[config.mk]
export PLATFORM = sky130hd
export DESIGN_NAME = tensor_core_sequencer
export DESIGN_NICKNAME = d
export VERILOG_FILES = /design/src/rtl/tensor_core_pkg.sv /design/src/rtl/tensor_core_instruction_encoder.sv /design/src/rtl/tensor_core_sequencer.sv
export SDC_FILE = /design/constraint.sdc
export NUM_CORES = 1
export LEC_CHECK = 0
export ABC_AREA = 1
export CAP_MARGIN = 20
export CORE_MARGIN = 4
export CORE_UTILIZATION = 35
export CTS_CLUSTER_DIAMETER = 200
export CTS_CLUSTER_SIZE = 30
export DETAILED_ROUTE_END_ITERATION = 10
export HOLD_SLACK_MARGIN = 0.12
export PLACE_DENSITY_LB_ADDON = 0.12
export SYNTH_ARGS = -nofsm -noshare
export SYNTH_HDL_FRONTEND = slang
export SYNTH_SLANG_ARGS = --single-unit
[constraint.sdc]
create_clock -name clock_in -period 1.4 [get_ports clock_in]
set_input_delay 0.14 -clock clock_in [delete_from_list [all_inputs] [get_ports clock_in]]
set_output_delay 0.14 -clock clock_in [all_outputs]
set_load 0.005 [all_outputs]
[src/rtl/tensor_core_pkg.sv]
// -----------------------------------------------------------------------------
// tensor_core_pkg
// Shared definitions for the tensor-core host sequencer: instruction opcode and
// opselect fields, fixed NOP/CLEAR instruction words, register-file base
// addresses and the sequencer state encoding.
// No ports (package).
// -----------------------------------------------------------------------------
package tensor_core_pkg;

  // Instruction opcode field, bits [1:0].
  localparam logic [1:0] OPC_GENERIC        = 2'b00;
  localparam logic [1:0] OPC_LOAD_IMMEDIATE = 2'b01;
  localparam logic [1:0] OPC_OPERATE        = 2'b10;
  localparam logic [1:0] OPC_BURST          = 2'b11;

  // Opselect field, bits [4:2], for GENERIC instructions.
  localparam logic [2:0] OPSEL_READ  = 3'b000;
  localparam logic [2:0] OPSEL_MOVE  = 3'b001;
  localparam logic [2:0] OPSEL_NOP   = 3'b010;
  localparam logic [2:0] OPSEL_RESET = 3'b011;

  // Fixed instruction words.
  localparam logic [15:0] INSTR_NOP   = {11'b0, OPSEL_NOP,   OPC_GENERIC};  // 16'h0008
  localparam logic [15:0] INSTR_CLEAR = {11'b0, OPSEL_RESET, OPC_GENERIC};  // 16'h000C

  // Register map: matrix1 at 0..8, matrix2 at 9..17, results read back from 0..8.
  localparam logic [4:0] MATRIX1_BASE = 5'd0;
  localparam logic [4:0] MATRIX2_BASE = 5'd9;
  localparam logic [4:0] RESULT_BASE  = 5'd0;

  typedef enum logic [2:0] {
    S_IDLE,
    S_CLEAR,
    S_LOAD,
    S_OPERATE,
    S_WAIT,
    S_READ,
    S_RESP
  } seq_state_e;

endpackage

[src/rtl/tensor_core_instruction_encoder.sv]
// -----------------------------------------------------------------------------
// tensor_core_instruction_encoder
// Pure combinational formatter for the parameterised cpu instruction words.
// Ports:
//   load_addr_in / load_data_in -> load_word_out    (LOAD immediate)
//   opsel_in                    -> operate_word_out (OPERATE)
//   read_addr_in                -> read_word_out    (READ register)
// -----------------------------------------------------------------------------
module tensor_core_instruction_encoder
  import tensor_core_pkg::*;
(
  input  logic [4:0]  load_addr_in,
  input  logic [7:0]  load_data_in,
  input  logic [2:0]  opsel_in,
  input  logic [4:0]  read_addr_in,
  output logic [15:0] load_word_out,
  output logic [15:0] operate_word_out,
  output logic [15:0] read_word_out
);

  // Bit 2 is zero for LOAD so the low three bits read 3'b001.
  assign load_word_out    = {load_addr_in, load_data_in, 1'b0, OPC_LOAD_IMMEDIATE};
  assign operate_word_out = {11'b0, opsel_in, OPC_OPERATE};
  // Bit 5 plus the READ opselect make up the four zero bits under the address.
  assign read_word_out    = {5'b0, read_addr_in, 1'b0, OPSEL_READ, OPC_GENERIC};

endmodule

[src/rtl/tensor_core_sequencer.sv]
// -----------------------------------------------------------------------------
// tensor_core_sequencer
// Host-side initiator for the tensor-core cpu. Collects 18 operand bytes,
// issues CLEAR, 18 LOADs, one OPERATE, a fixed run of NOPs, then nine READs,
// returning each captured cpu_output byte on a result stream.
// Ports:
//   clock_in, reset_n_in           clock / async active-low reset
//   start_in, operation_select_in  run request and opselect (latched at start)
//   operand_valid_in/_data_in/_ready_out  operand byte stream (sink)
//   instruction_out                registered instruction to the cpu
//   cpu_output_in                  cpu read data
//   result_valid_out/_data_out/result_ready_in  result byte stream (source)
//   busy_out, done_out             status; done pulses after the last result
// -----------------------------------------------------------------------------
module tensor_core_sequencer
  import tensor_core_pkg::*;
#(
  parameter int BUS_WIDTH       = 8,
  parameter int WAIT_CYCLES     = 5,  // must be >= 5 for the cpu to finish
  parameter int MATRIX_ELEMENTS = 9
) (
  input  logic                 clock_in,
  input  logic                 reset_n_in,
  input  logic                 start_in,
  input  logic [2:0]           operation_select_in,
  input  logic                 operand_valid_in,
  input  logic [BUS_WIDTH-1:0] operand_data_in,
  output logic                 operand_ready_out,
  output logic [15:0]          instruction_out,
  input  logic [BUS_WIDTH-1:0] cpu_output_in,
  output logic                 result_valid_out,
  output logic [BUS_WIDTH-1:0] result_data_out,
  input  logic                 result_ready_in,
  output logic                 busy_out,
  output logic                 done_out
);

  localparam int         WAIT_W    = $clog2(WAIT_CYCLES + 1);
  localparam logic [4:0] LAST_LOAD = 5'(2 * MATRIX_ELEMENTS - 1);
  localparam logic [4:0] LAST_READ = 5'(MATRIX_ELEMENTS - 1);

  seq_state_e           state_q,     state_d;
  logic [2:0]           opsel_q,     opsel_d;
  logic [4:0]           load_idx_q,  load_idx_d;
  logic [4:0]           read_idx_q,  read_idx_d;
  logic [WAIT_W-1:0]    wait_cnt_q,  wait_cnt_d;
  logic [15:0]          instr_q,     instr_d;
  logic                 ready_q,     ready_d;
  logic                 res_valid_q, res_valid_d;
  logic [BUS_WIDTH-1:0] res_data_q,  res_data_d;
  logic                 busy_q,      busy_d;
  logic                 done_q,      done_d;

  logic [4:0]  read_idx_next;
  logic [15:0] load_word, operate_word, read_word;

  // Index of the READ about to be issued: first one after WAIT, next one after RESP.
  assign read_idx_next = (state_q == S_RESP) ? read_idx_q + 5'd1 : 5'd0;

  tensor_core_instruction_encoder u_encoder (
    .load_addr_in     (MATRIX1_BASE + load_idx_q),
    .load_data_in     (operand_data_in),
    .opsel_in         (opsel_q),
    .read_addr_in     (RESULT_BASE + read_idx_next),
    .load_word_out    (load_word),
    .operate_word_out (operate_word),
    .read_word_out    (read_word)
  );

  // Instruction words are chosen for the state being entered, so the cpu sees
  // each one during the cycle the sequencer spends in that state; LOAD is the
  // exception and follows its operand handshake by one cycle.
  always_comb begin
    // NOTE: every signal gets a default here so no path through the case
    // leaves one unassigned, which would infer a latch.
    state_d     = state_q;
    opsel_d     = opsel_q;
    load_idx_d  = load_idx_q;
    read_idx_d  = read_idx_q;
    wait_cnt_d  = wait_cnt_q;
    instr_d     = INSTR_NOP;
    res_valid_d = res_valid_q;
    res_data_d  = res_data_q;
    done_d      = 1'b0;

    unique case (state_q)
      S_IDLE: begin
        if (start_in) begin
          opsel_d    = operation_select_in;
          load_idx_d = 5'd0;
          instr_d    = INSTR_CLEAR;
          state_d    = S_CLEAR;
        end
      end
      S_CLEAR: state_d = S_LOAD;
      S_LOAD: begin
        if (operand_valid_in && ready_q) begin
          instr_d    = load_word;
          load_idx_d = load_idx_q + 5'd1;
          if (load_idx_q == LAST_LOAD) state_d = S_OPERATE;
        end
      end
      S_OPERATE: begin
        instr_d    = operate_word;
        wait_cnt_d = WAIT_W'(WAIT_CYCLES);
        state_d    = S_WAIT;
      end
      S_WAIT: begin
        // First WAIT cycle shows OPERATE; the following WAIT_CYCLES show NOP.
        if (wait_cnt_q == '0) begin
          read_idx_d = read_idx_next;
          instr_d    = read_word;
          state_d    = S_READ;
        end else begin
          wait_cnt_d = wait_cnt_q - 1'b1;
        end
      end
      S_READ: begin
        res_data_d  = cpu_output_in;
        res_valid_d = 1'b1;
        state_d     = S_RESP;
      end
      S_RESP: begin
        if (result_ready_in) begin
          res_valid_d = 1'b0;
          if (read_idx_q == LAST_READ) begin
            done_d  = 1'b1;
            state_d = S_IDLE;
          end else begin
            read_idx_d = read_idx_next;
            instr_d    = read_word;
            state_d    = S_READ;
          end
        end
      end
      default: state_d = S_IDLE;
    endcase

    ready_d = (state_d == S_LOAD);
    busy_d  = (state_d != S_IDLE);
  end

  always_ff @(posedge clock_in or negedge reset_n_in) begin
    if (!reset_n_in) begin
      state_q     <= S_IDLE;
      opsel_q     <= '0;
      load_idx_q  <= '0;
      read_idx_q  <= '0;
      wait_cnt_q  <= '0;
      instr_q     <= INSTR_NOP;
      ready_q     <= 1'b0;
      res_valid_q <= 1'b0;
      res_data_q  <= '0;
      busy_q      <= 1'b0;
      done_q      <= 1'b0;
    end else begin
      // NOTE: non-blocking so every flop samples the pre-edge values.
      state_q     <= state_d;
      opsel_q     <= opsel_d;
      load_idx_q  <= load_idx_d;
      read_idx_q  <= read_idx_d;
      wait_cnt_q  <= wait_cnt_d;
      instr_q     <= instr_d;
      ready_q     <= ready_d;
      res_valid_q <= res_valid_d;
      res_data_q  <= res_data_d;
      busy_q      <= busy_d;
      done_q      <= done_d;
    end
  end

  assign instruction_out   = instr_q;
  assign operand_ready_out = ready_q;
  assign result_valid_out  = res_valid_q;
  assign result_data_out   = res_data_q;
  assign busy_out          = busy_q;
  assign done_out          = done_q;

endmodule

======== Yosys cells after proc, flatten, opt, wreduce, memory -nomap -nowiden ========
Index checks and enable logic that the tools add are counted.
Widths: inputs -> output; s select.
cells by class
  reduce and logical (&&, ||, !) cells .... 13
  multiplexer cells ....................... 28
  equality and inequality tests ........... 15
  add/sub/neg operators ................... 3
operators by type and width
  operator             number
  $pmux 16 s5          1
  $mux 11              3
  $mux 5               6
  $mux 3               8
  $pmux 3 s7           1
  $pmux 5 s2           2
  $mux 16              1
  $ne 2x2->1 const B   6
  $add 5x1->5 const B  2
  $eq 3x2->1 const B   3
  $eq 3x3->1 const B   3
  $reduce_bool 2->1    4
  $logic_not 3->1      2
  $pmux 3 s2           1
  $reduce_and 2->1     3
  $eq 5x4->1 const B   1
  $eq 5x5->1 const B   1
  $mux 1               4
  $reduce_and 4->1     1
  $eq 3x1->1 const B   1
  $reduce_and 3->1     1
  $reduce_bool 3->1    1
  $sub 3x1->3 const B  1
  $pmux 1 s2           1
  $logic_and 1x1->1    1
word-level totals
  input bits .............................. 24
  output and inout bits ................... 28
  word-level logic and storage cells ...... 70
  flip-flop bits (word level) ............. 47

======== Longest topological paths before layout ========
Gate-level depths: netlist (run 1).
  depth after elaboration ................. 5
  gate-level depth with buffers ........... 8
  mapped depth without buffers ............ 8

======== Hierarchy ========
Synthesis (run 1) repeated with hierarchy kept, for this count alone.
unflattened totals
  cell total of the unflattened synthesis .. 327
  area, all modules ....................... 2,676.3 µm²
modules (own cells, without submodules)
  module                           times used  area each (µm²)  cells each
  tensor_core_sequencer            1           2,308.5          277
  tensor_core_instruction_encoder  1           367.9            50

======== Least setup slack after synthesis (run 1) ========
No wires, ideal clock.
  kind .................................... register to register
  from .................................... reg read_idx_q[0]
  to ...................................... reg busy_q, in the netlist busy_out
  required time ........................... 1.273 ns
  data arrival time ....................... 1.140 ns
  cell stages (with the launch flop) ...... 8
  slack ................................... 0.133 ns
  path buffers ............................ 0
  period minus slack after synthesis ...... 1.267 ns
  path through ............................ dfrtp_1 inv_1 ha_1 nand4_1 nand2_2 nand2_4 nor2_1 nand3b_1
between the ends
  word-level cells in the longest chain between the ends .. 5
RTL lines
  item                      line                          source
  start: declaration        tensor_core_sequencer.sv:45   logic [4:0] read_idx_q, read_idx_d;
  start signal: assignment  tensor_core_sequencer.sv:161  read_idx_q <= read_idx_d;
  $eq 5x4->1                tensor_core_sequencer.sv:126  if (read_idx_q == LAST_READ) begin
  $mux 3                    tensor_core_sequencer.sv:126
  $mux 3                    tensor_core_sequencer.sv:124  if (result_ready_in) begin
  $pmux 3 s7                tensor_core_sequencer.sv:86   unique case (state_q)
  $reduce_bool 3->1         tensor_core_sequencer.sv:140  busy_d = (state_d != S_IDLE);
  named net busy_d          tensor_core_sequencer.sv:51   logic busy_q, busy_d;
  end signal: assignment    tensor_core_sequencer.sv:167  busy_q <= busy_d;
  end: declaration          tensor_core_sequencer.sv:51
The timed path passes the listed nets, and every way through them passes these cells.
A chain may end at the register's enable or synchronous reset.

======== Worst setup path in the final report (run 1) ========
  from .................................... reg ready_q, in the netlist operand_ready_out
  to ...................................... out operand_ready_out
RTL lines
  item                      line                          source
  start: declaration        tensor_core_sequencer.sv:48   logic ready_q, ready_d;
  start signal: assignment  tensor_core_sequencer.sv:164  ready_q <= ready_d;
  end: declaration          tensor_core_sequencer.sv:28   output logic operand_ready_out,
No word-level cell between the ends.

==> impl_metrics.py, run 1 <==
metrics = {
    "outcome": {
        "status": "finished clean",
    },
    "worst_setup_path": {
        "worstPathMaxFanout": 3,
        "crit_family": "buffers and inverters",
        "crit_buf_inv": 1,
        "slowest_delay_ns": 0.51,
        "crit_cells": 1,
        "worstSetupStartpointType": "flip-flop",
        "reg2reg_depth": 8,
        "worstPathCellList": "clkdlybuf4s50_1",
        "crit_type": "reg2out",
        "crit_required_ns": 1.26,
        "worst_setup_path_end_kind": "output pin",
        "critical_path_arrival_ns": 1.18,
        "crit_path_top_delay_cell": "clkdlybuf4s50_1",
    },
    "routing": {
        "num_vias": 1635,
        "drtIter0Drc": 41,
        "detail_route.wl_per_cell_um": 12.0,
        "routed_wirelength_um": 4410,
        "viasPerCell": 4.47,
        "drc_errors": 0,
        "dr.pass1.iters": 4,
        "antenna_left": 0,
    },
    "power_and_ir_drop": {
        "share_comb_of_total_power": 0.432,
        "p_leak_nw": 1.45,
        "vdd_ir_drop_max_mv": 0.854,
        "power_per_cell_area_nw_per_um2": 1680,
        "p_sw_mw": 1.76,
        "internal_power_mw": 3.37,
        "p_clk_frac": 0.173,
        "seqPwrFrac": 0.395,
        "switching_share": 0.343,
    },
    "clock_tree": {
        "clk_latency_ns": 0.29,
        "clock_sinks": 47,
        "cts_tree": "done",
        "path_clk_slew_ns": 0.08,
        "clk_path_buf_depth": 2,
        "cts_root_buf": "clkbuf_8",
        "h-tree-depth": 2,
        "cts_buffers": 5,
    },
    "logic_synthesis": {
        "avgSynthCellArea_um2": 10.0,
        "ys_seq_area_frac": 0.538,
        "ys_ff_latch": 47,
        "synth_area_um2": 2190,
        "syn_nets": 248,
        "yosys.cell_types.count": 32,
        "ys_warn_count": 0,
        "synthCells": 218,
    },
    "die": {
        "ios": 52,
        "die_h_um": 87.1,
        "start_util": 0.365,
        "num_rows": 28,
        "die_x_um": 87.1,
        "coreArea_um2": 5990,
        "die-area_um2": 7580,
    },
    "timing": {
        "clock_skew_ns": 0.00828,
        "worst-slew-pin-transition_ns": 0.250,
        "slew_headroom": 0.833,
        "timing_hold_violations_final": 0,
        "slew_violations": 0,
        "period_minus_slack_ns": 1.32,
        "period_share": 0.946,
        "setup_viol": 0,
        "fmax_mhz": 755,
    },
    "global_route": {
        "track_usage": 0.123,
        "grt_pass1_wl_um": 7250,
        "grt_pass1_vias": 1541,
        "overflow": 0,
        "grt_max_degree": 48,
        "antenna_found_initial": 0,
    },
    "placed_design": {
        "dp_hpwl_um": 3270,
        "placed_area_um2": 2870,
        "gp_congestion": 0.783,
        "io_buffers": 51,
        "dp.cells": 354,
    },
    "worst_hold_path": {
        "hp-class": "in2async",
    },
    "final_layout": {
        "layout-drive-gt1-share": 0.244,
        "layout.nets": 320,
        "multiInputGateArea_um2": 936,
        "finalInstanceArea_um2": 3050,
        "num_antenna_cells": 0,
        "layout_common_cells": "nand2_1 (52), clkdlybuf4s50_1 (49), dfrtp_1 (42)",
        "area_growth_pct": 39.3,
        "final_common_cell": "nand2_1",
        "layout.cells.non_filler": 366,
        "fillers": 585,
        "regArea_um2": 1180,
    },
    "run": {
        "maxCapViolCount": 0,
    },
}
-- worst paths after layout --
| path | slack, ns | from | endpoint |
|---|---|---|---|
| worst max-delay path | 0.08 | operand_ready_out | operand_ready_out |
| worst min-delay path | 0.36 | reset_n_in | instruction_out[8] |
| worst max register to register | 0.09 | state_q[0] | wait_cnt_q[2] |
| worst min register to register | 0.47 | wait_cnt_q[0] | wait_cnt_q[0] |
| max in group asynchronous | 0.78 | reset_n_in | instruction_out[3] |
| min in group clock_in | 0.36 | operand_data_in[2] | instruction_out[5] |
-- worst register-to-register path, delay by kind of cell, from the launching register on --
| family | cells | cell delay [ns] |
|---|---|---|
| AND/OR/NAND/NOR | 6 | 0.51 |
| buffers and inverters | 2 | 0.22 |
| flip-flops | 1 | 0.46 |
-- synth_stat cells --
master	instances	area (um2)
a21oi_1	6	30.0
a21oi_4	1	16.3
a22o_1	1	8.76
buf_4	1	7.51
buf_6	1	11.3
dfrtp_1	46	1150
dfstp_2	1	26.3
ha_1	6	75.1
inv_1	17	63.8
inv_2	6	22.5
inv_4	1	6.26
mux2_4	8	120
nand2_1	52	195
nand2_2	4	25.0
nand2_4	2	22.5
nand2_8	1	20.0
nand3_1	12	60.1
nand3_2	1	10.0
nand3_4	1	17.5
nand3b_1	2	15.0
nand4_1	2	12.5
nand4_4	1	21.3
nor2_1	23	86.3
nor2_2	4	25.0
nor2_4	2	22.5
nor2_8	1	20.0
o211ai_1	1	7.51
o21ai_0	2	10.0
o21ai_1	6	30.0
o22ai_1	1	6.26
or2_1	1	6.26
xor2_1	4	35.0
-- stage by stage --
step	total power, mW	setup WS (ns)	setup TNS (ns)	hold slack (ns)	util
detailed placement	4.18	-0.0467	-0.0467	0.145	0.479
CTS	5.09	0.00442	0	0.344	0.497
global placement	4.15	-0.0697	-0.0805	0.145	0.479
floorplan	3.31	0.133	0	-0.156	-
global route	5.53	-0.0109	-0.0109	0.369	0.509
finish	5.12	0.0750	0	0.356	0.509
-- area by class of cell --
cell class	instances	area share
well taps	75	0.0308
inverters	24	0.0312
multi-input cells	145	0.307
flip-flops and latches	47	0.388
repair buffers	67	0.210
clock buffers	8	0.0329
-- logic make-up (layout without fill, tap and decap cells) --
kind of cell             count (synthesis)  after routing  share of synthesized area
AND/OR/NAND/NOR                        109            109                      0.256
flip-flops                              47             47                      0.538
buffers and inverters                   26             99                     0.0509
AO/OA/AOI/OAI                           18             18                     0.0498
multiplexers                             8              8                     0.0549
adder cells (fa/ha/maj)                  6              6                     0.0343
XOR/XNOR                                 4              4                     0.0160
-- state kept, by name (all words and copies together), names as in the netlist --
register	count
load_idx_q	5
done_out	1
result_valid_out	1
busy_out	1
operand_ready_out	1
opsel_q	3
state_q	3
result_data_out	8
read_idx_q	5
instruction_out	16
wait_cnt_q	3
-- power by group through the flow --
stage | combinational [mW] | clock (mW) | sequential (mW)
after floorplan | 1.33 | 0 | 1.98
after global placement | 2.11 | 0 | 2.04
after detailed placement | 2.13 | 0 | 2.05
after CTS | 2.13 | 0.936 | 2.03
after global routing | 2.46 | 0.986 | 2.08
final | 2.21 | 0.886 | 2.02
-- metal layers --
| layer | up-vias | global-route usage | part of all wire |
|---|---|---|---|
| met5 | - | 0 | 0 |
| met4 | 0 | 0.0467 | 0.014 |
| met3 | 7 | 0.0265 | 0.057 |
| met2 | 38 | 0.183 | 0.46 |
| met1 | 750 | 0.176 | 0.47 |
| li1 | 840 | - | - |
-- repair_timing --
| item | CTS | global route |
|---|---|---|
| gates resized for setup | 2 | 16 |
| endpoints found under the setup margin | 2 | 15 |
| hold buffers | 1 | 0 |
| pin swaps | 0 | 8 |
| hold endpoints to repair | 47 | 0 |
| buffers inserted | 0 | 3 |
(Power assumes the default switching activity.)
==> run 2: changes to the inputs <==
- ABC_AREA: 1 -> not set
- CAP_MARGIN: 20 -> not set
- PLACE_DENSITY: not set -> 0.64
- PLACE_DENSITY_LB_ADDON: 0.12 -> not set
==> impl_metrics.py, run 2 <==
metrics = {
    "final_layout": {
        "num_antenna_cells": 0,
        "final_util": 0.606,
        "layout.cells.non_filler": 355,
        "area_growth_pct": 65.1,
        "largest_reg_flops": 16,
        "finalInstanceArea_um2": 3380,
        "fillers": 466,
        "layout-drive-gt1-share": 0.343,
        "layout.nets": 312,
        "final_common_cell": "clkdlybuf4s50_1",
        "layout_common_cells": "clkdlybuf4s50_1 (49), dfrtp_1 (43), buf_4 (39)",
    },
    "global_route": {
        "overflow": 0,
        "grt_max_degree": 35,
        "grt_pass1_wl_um": 8140,
        "grt_pass1_vias": 1762,
        "antenna_found_initial": 0,
        "track_usage": 0.143,
    },
    "logic_synthesis": {
        "ys_ff_latch": 47,
        "synth_area_leader_cell": "dfrtp_1",
        "synth-xor-area-share": 0.0214,
        "synth_area_um2": 2040,
        "ys_seq_area_frac": 0.576,
        "synth-compound-area-share": 0.103,
        "synth_most_common_cell": "dfrtp_1",
        "synthCells": 179,
        "avgSynthCellArea_um2": 11.4,
        "yosys.cell_types.count": 39,
        "ys_warn_count": 0,
        "synth_edf_count": 0,
        "ys_async_sr_fraction": 1.00,
        "yosys-top-cells-count": "dfrtp_1 (46), nand2_1 (24), nor2_1 (11), mux2_1 (8), a21o_1 (7)",
        "synth-simple-area-share": 0.190,
        "syn_nets": 209,
        "yosysTopAreaCellShare": 0.563,
        "synth_top_family_by_area": "simple AND/OR/NAND/NOR gates",
        "yosys_most_used_dff": "dfrtp_1",
        "synth_mux_area_frac": 0.0490,
        "synth-adder-area-share": 0.0367,
        "yosys-top-cells-area": "dfrtp_1 (56%), mux2_1 (4.4%), nand2_1 (4.4%)",
    },
    "worst_setup_path": {
        "startpoint": "read_idx_q[0]",
        "crit_required_ns": 1.58,
        "reg2reg_from": "read_idx_q[0]",
        "r2r_end": "busy_out",
        "crit_type": "reg2reg",
        "worst_setup_path_end_kind": "flip-flop",
        "regToRegSetupSlack_ns": -0.20,
        "worstPathMaxFanout": 2,
        "reg2reg_depth": 6,
        "endpoint": "busy_out",
        "critical_path_arrival_ns": 1.78,
        "worstSetupStartpointType": "flip-flop",
    },
    "die": {
        "ios": 52,
        "coreArea_um2": 5570,
        "die-area_um2": 7130,
        "die_h_um": 84.4,
        "start_util": 0.367,
        "num_rows": 27,
        "die_x_um": 84.4,
    },
    "outcome": {
        "status": "complete, but fails checks",
        "violations": "negative setup slack",
    },
    "timing": {
        "fmax_mhz": 626,
        "setup_slack_ns": -0.198,
        "rsz0062_at_grt": "true",
        "slew_headroom": 0.763,
        "whs_ns": 0.276,
        "timing_hold_violations_final": 0,
        "period_minus_slack_ns": 1.60,
        "setup_viol": 10,
        "clock_skew_ns": 0.00837,
        "period_share": 1.14,
        "worst-slew-pin-transition_ns": 0.351,
        "fin_tns_setup_ns": -0.989,
        "slew_violations": 0,
    },
    "placed_design": {
        "pre_cts_ws_ns": -0.186,
        "placed_area_um2": 2920,
        "gp_congestion": 0.793,
        "io_buffers": 51,
        "dp_hpwl_um": 3390,
        "dp.cells": 333,
    },
    "routing": {
        "detail_route.wl_per_cell_um": 14.5,
        "num_vias": 1693,
        "routed_wirelength_um": 5140,
        "dr.pass1.iters": 5,
        "drc_errors": 0,
        "antenna_left": 0,
        "viasPerCell": 4.77,
        "drtIter0Drc": 56,
    },
    "power_and_ir_drop": {
        "vdd_ir_drop_max_mv": 0.691,
        "power_per_cell_area_nw_per_um2": 1590,
        "power_mw": 5.37,
        "p_leak_nw": 1.56,
    },
    "clock_tree": {
        "cts_tree": "done",
        "path_clk_slew_ns": 0.09,
        "clock_sinks": 47,
        "h-tree-depth": 2,
        "clk_latency_ns": 0.30,
        "cts_buffers": 5,
        "clk_path_buf_depth": 2,
        "cts_root_buf": "clkbuf_8",
    },
    "worst_hold_path": {
        "hp-class": "in2async",
    },
    "run": {
        "maxCapViolCount": 0,
    },
}
[run 2: cell types whose count changed in the layout (fill, tap and decap cells not counted), sizes merged, moves of 5 or more]
cell / delta
nand2: -34
inv: -18
and2: +6
nor2: -19
buf: +33
nor2b: +5
nand3: -10
nand2b: +5
a21o: +7
[run 2: critical path, stage by stage (launching register included)]
cell	delay [ns]
dfrtp_1	0.39
inv_1	0.09
ha_4	0.13
and4bb_2	0.25
nand2_1	0.06
a211o_1	0.27
or3_1	0.31
[run 2: what timing repair did]
item	CTS	global route
gates cloned	0	1
gates resized for setup	18	38
setup endpoints to repair	24	38
pin swaps	4	21
hold buffers	1	0
hold endpoints to repair	46	0
setup buffers	3	12
[run 2: power breakdown]
part           switching [mW]  leakage [nW]  internal (mW)
combinational            1.00         0.908           1.45
clock                   0.438        0.0524          0.535
sequential              0.231         0.602           1.72
[run 2: kinds of logic (layout without fill, tap and decap cells)]
logic type,after synthesis,after routing
compound gates,29,29
fa+ha+maj,6,6
flops,47,47
mux,9,9
simple gates,72,72
buf+inv,11,115
xor+xnor,5,5
[run 2: cell type report]
class                           count  area, um2  area share
Tap cell                           72       90.1      0.0267
Sequential cell                    47       1180       0.350
Clock inverter                      1       30.0     0.00890
Inverter                            6       35.0      0.0104
Multi-Input combinational cell    121       1010       0.300
Timing Repair Buffer              101        951       0.282
Clock buffer                        7       76.3      0.0226
[run 2: how the worst min path moves through the flow]
stage	slack, ns	depth (start not counted)	from	end
CTS	0.28	2	reset_n_in	instruction_out[4]
detailed placement	0.07	1	reset_n_in	instruction_out[4]
finish	0.28	2	reset_n_in	instruction_out[4]
floorplan	-0.16	0	reset_n_in	busy_out
global route	0.32	2	reset_n_in	wait_cnt_q[1]
global placement	0.06	1	reset_n_in	instruction_out[4]
[run 2: layer usage]
layer / track usage / wire (um) / vias up
li1: - / - / 827
met1: 0.170 / 2120 / 817
met2: 0.250 / 2670 / 44
met3: 0.0343 / 279 / 5
met4: 0.0561 / 76 / 0
met5: 0 / 0 / -
==> run 3: changes to the inputs <==
- CORE_UTILIZATION: 35 -> 45
- GPL_TIMING_DRIVEN: not set -> 1
- PLACE_DENSITY: 0.64 -> 0.78
==> impl_metrics.py, run 3 (synthesis gave the netlist of run 2 again) <==
metrics = {
    "routing": {
        "routed_wirelength_um": 5160,
        "detail_route.wl_per_cell_um": 15.7,
        "viasPerCell": 5.17,
        "drc_errors": 0,
        "num_vias": 1695,
        "drtIter0Drc": 86,
        "antenna_left": 0,
        "dr.pass1.iters": 4,
    },
    "timing": {
        "worst-slew-pin-transition_ns": 0.484,
        "timing_hold_violations_final": 0,
        "period_minus_slack_ns": 1.65,
        "clock_skew_ns": 0.00874,
        "slew_violations": 0,
        "slew_headroom": 0.677,
        "rsz0062_at_grt": "true",
        "fmax_mhz": 606,
        "setup_viol": 20,
        "fin_tns_setup_ns": -1.83,
        "period_share": 1.18,
        "setup_slack_ns": -0.250,
    },
    "worst_setup_path": {
        "endpoint": "busy_out",
        "crit_required_ns": 1.58,
        "reg2reg_depth": 6,
        "regToRegSetupSlack_ns": -0.25,
        "startpoint": "read_idx_q[1]",
        "critical_path_arrival_ns": 1.83,
        "worst_setup_path_end_kind": "flip-flop",
        "worstPathMaxFanout": 3,
        "crit_type": "reg2reg",
        "reg2reg_from": "read_idx_q[1]",
        "r2r_end": "busy_out",
        "worstSetupStartpointType": "flip-flop",
    },
    "global_route": {
        "grt_pass1_vias": 1672,
        "track_usage": 0.177,
        "antenna_found_initial": 0,
        "grt_pass1_wl_um": 7480,
        "overflow": 0,
        "grt_max_degree": 21,
    },
    "final_layout": {
        "num_antenna_cells": 0,
        "layout_common_cells": "clkdlybuf4s50_1 (49), dfrtp_1 (44), buf_4 (32)",
        "final_common_cell": "clkdlybuf4s50_1",
        "fillers": 323,
        "layout.nets": 305,
        "area_growth_pct": 57.1,
        "largest_reg_flops": 16,
        "final_util": 0.733,
        "layout-drive-gt1-share": 0.297,
    },
    "clock_tree": {
        "cts_tree": "done",
        "clock_sinks": 47,
        "h-tree-depth": 2,
        "cts_buffers": 5,
        "path_clk_slew_ns": 0.09,
        "clk_path_buf_depth": 2,
        "clk_latency_ns": 0.29,
        "cts_root_buf": "clkbuf_8",
    },
    "run": {
        "maxCapViolCount": 0,
    },
    "power_and_ir_drop": {
        "power_per_cell_area_nw_per_um2": 1540,
        "p_leak_nw": 1.51,
        "vdd_ir_drop_max_mv": 0.746,
    },
    "die": {
        "ios": 52,
        "num_rows": 24,
        "die-area_um2": 5690,
        "start_util": 0.466,
        "coreArea_um2": 4380,
        "die_h_um": 75.4,
        "die_x_um": 75.4,
    },
    "placed_design": {
        "io_buffers": 51,
        "gp_congestion": 0.842,
        "dp_hpwl_um": 3510,
    },
    "worst_hold_path": {
        "hp-class": "in2async",
    },
    "outcome": {
        "violations": "negative setup slack",
        "status": "complete, but fails checks",
    },
}
[run 3: changes by cell type in the layout (fill, tap and decap cells not counted), moves of 2 or more]
cell / previous run / this run
and2_1: 1 / 4
and2_4: 5 / 2
buf_4: 39 / 32
nand2_2: 1 / 3
nand2_4: 3 / 1
nand2b_1: 3 / 1
nand2b_4: 2 / 4
nor2_1: 7 / 10
nor2_2: 4 / 1
[run 3: layout make-up]
| cell class | count | area [um2] | area share |
|---|---|---|---|
| sequential | 47 | 1180 | 0.367 |
| multi-input combinational | 122 | 968 | 0.302 |
| timing repair buffer | 93 | 887 | 0.276 |
| clock buffer | 7 | 76.3 | 0.0238 |
| tap | 52 | 65.1 | 0.0203 |
| inverter | 6 | 30.0 | 0.00935 |
| clock inverter | 1 | 5.00 | 0.00156 |
[run 3: through the flow]
| stage | hold WS (ns) | instance area (um2) | setup slack (ns) | instances | total power, mW |
|---|---|---|---|---|---|
| finish | 0.349 | 3210 | -0.250 | 328 | 4.94 |
| floorplan | -0.156 | 2050 | -0.213 | 179 | 2.83 |
| CTS | 0.365 | 3030 | -0.231 | 323 | 4.70 |
| global placement | 0.116 | 2890 | -0.172 | 312 | 3.78 |
| detailed placement | 0.123 | 2890 | -0.277 | 312 | 3.85 |
| global route | 0.372 | 3210 | -0.307 | 328 | 5.26 |
[run 3: power by group]
part	leakage (nW)	internal (mW)	switching, mW
combinational	0.861	1.27	0.941
clock	0.0422	0.351	0.428
sequential	0.602	1.72	0.235
total	1.51	3.34	1.60
[run 3: critical path, cell delays in order (launching register included)]
cell and delay, ns:
dfrtp_1 0.38, inv_1 0.07, ha_2 0.17, and4bb_2 0.28, nand2_2 0.06, a211o_1 0.27
or3_1 0.31
[run 3: how the worst min path moves through the flow]
| stage | start | endpoint | slack (ns) | depth (start not counted) |
|---|---|---|---|---|
| floorplan | reset_n_in | busy_out | -0.16 | 0 |
| global placement | reset_n_in | instruction_out[9] | 0.12 | 1 |
| detailed placement | reset_n_in | instruction_out[9] | 0.12 | 1 |
| CTS | reset_n_in | instruction_out[9] | 0.37 | 2 |
| global route | operation_select_in[0] | opsel_q[0] | 0.37 | 3 |
| finish | reset_n_in | instruction_out[9] | 0.35 | 2 |
[run 3: repair_timing]
action,CTS,global route
hold endpoints to repair,17,0
gates cloned,0,2
buffers inserted,2,3
gates resized for setup,11,30
hold buffers,1,0
pin swaps,4,14
setup endpoints to repair,23,39
[run 3: layer usage]
metal	wire length (um)	part of all wire	GRT usage
met1	2070	0.40	0.198
met2	2770	0.54	0.326
met5	0	0	0
met3	241	0.047	0.0435
met4	77	0.015	0.0583
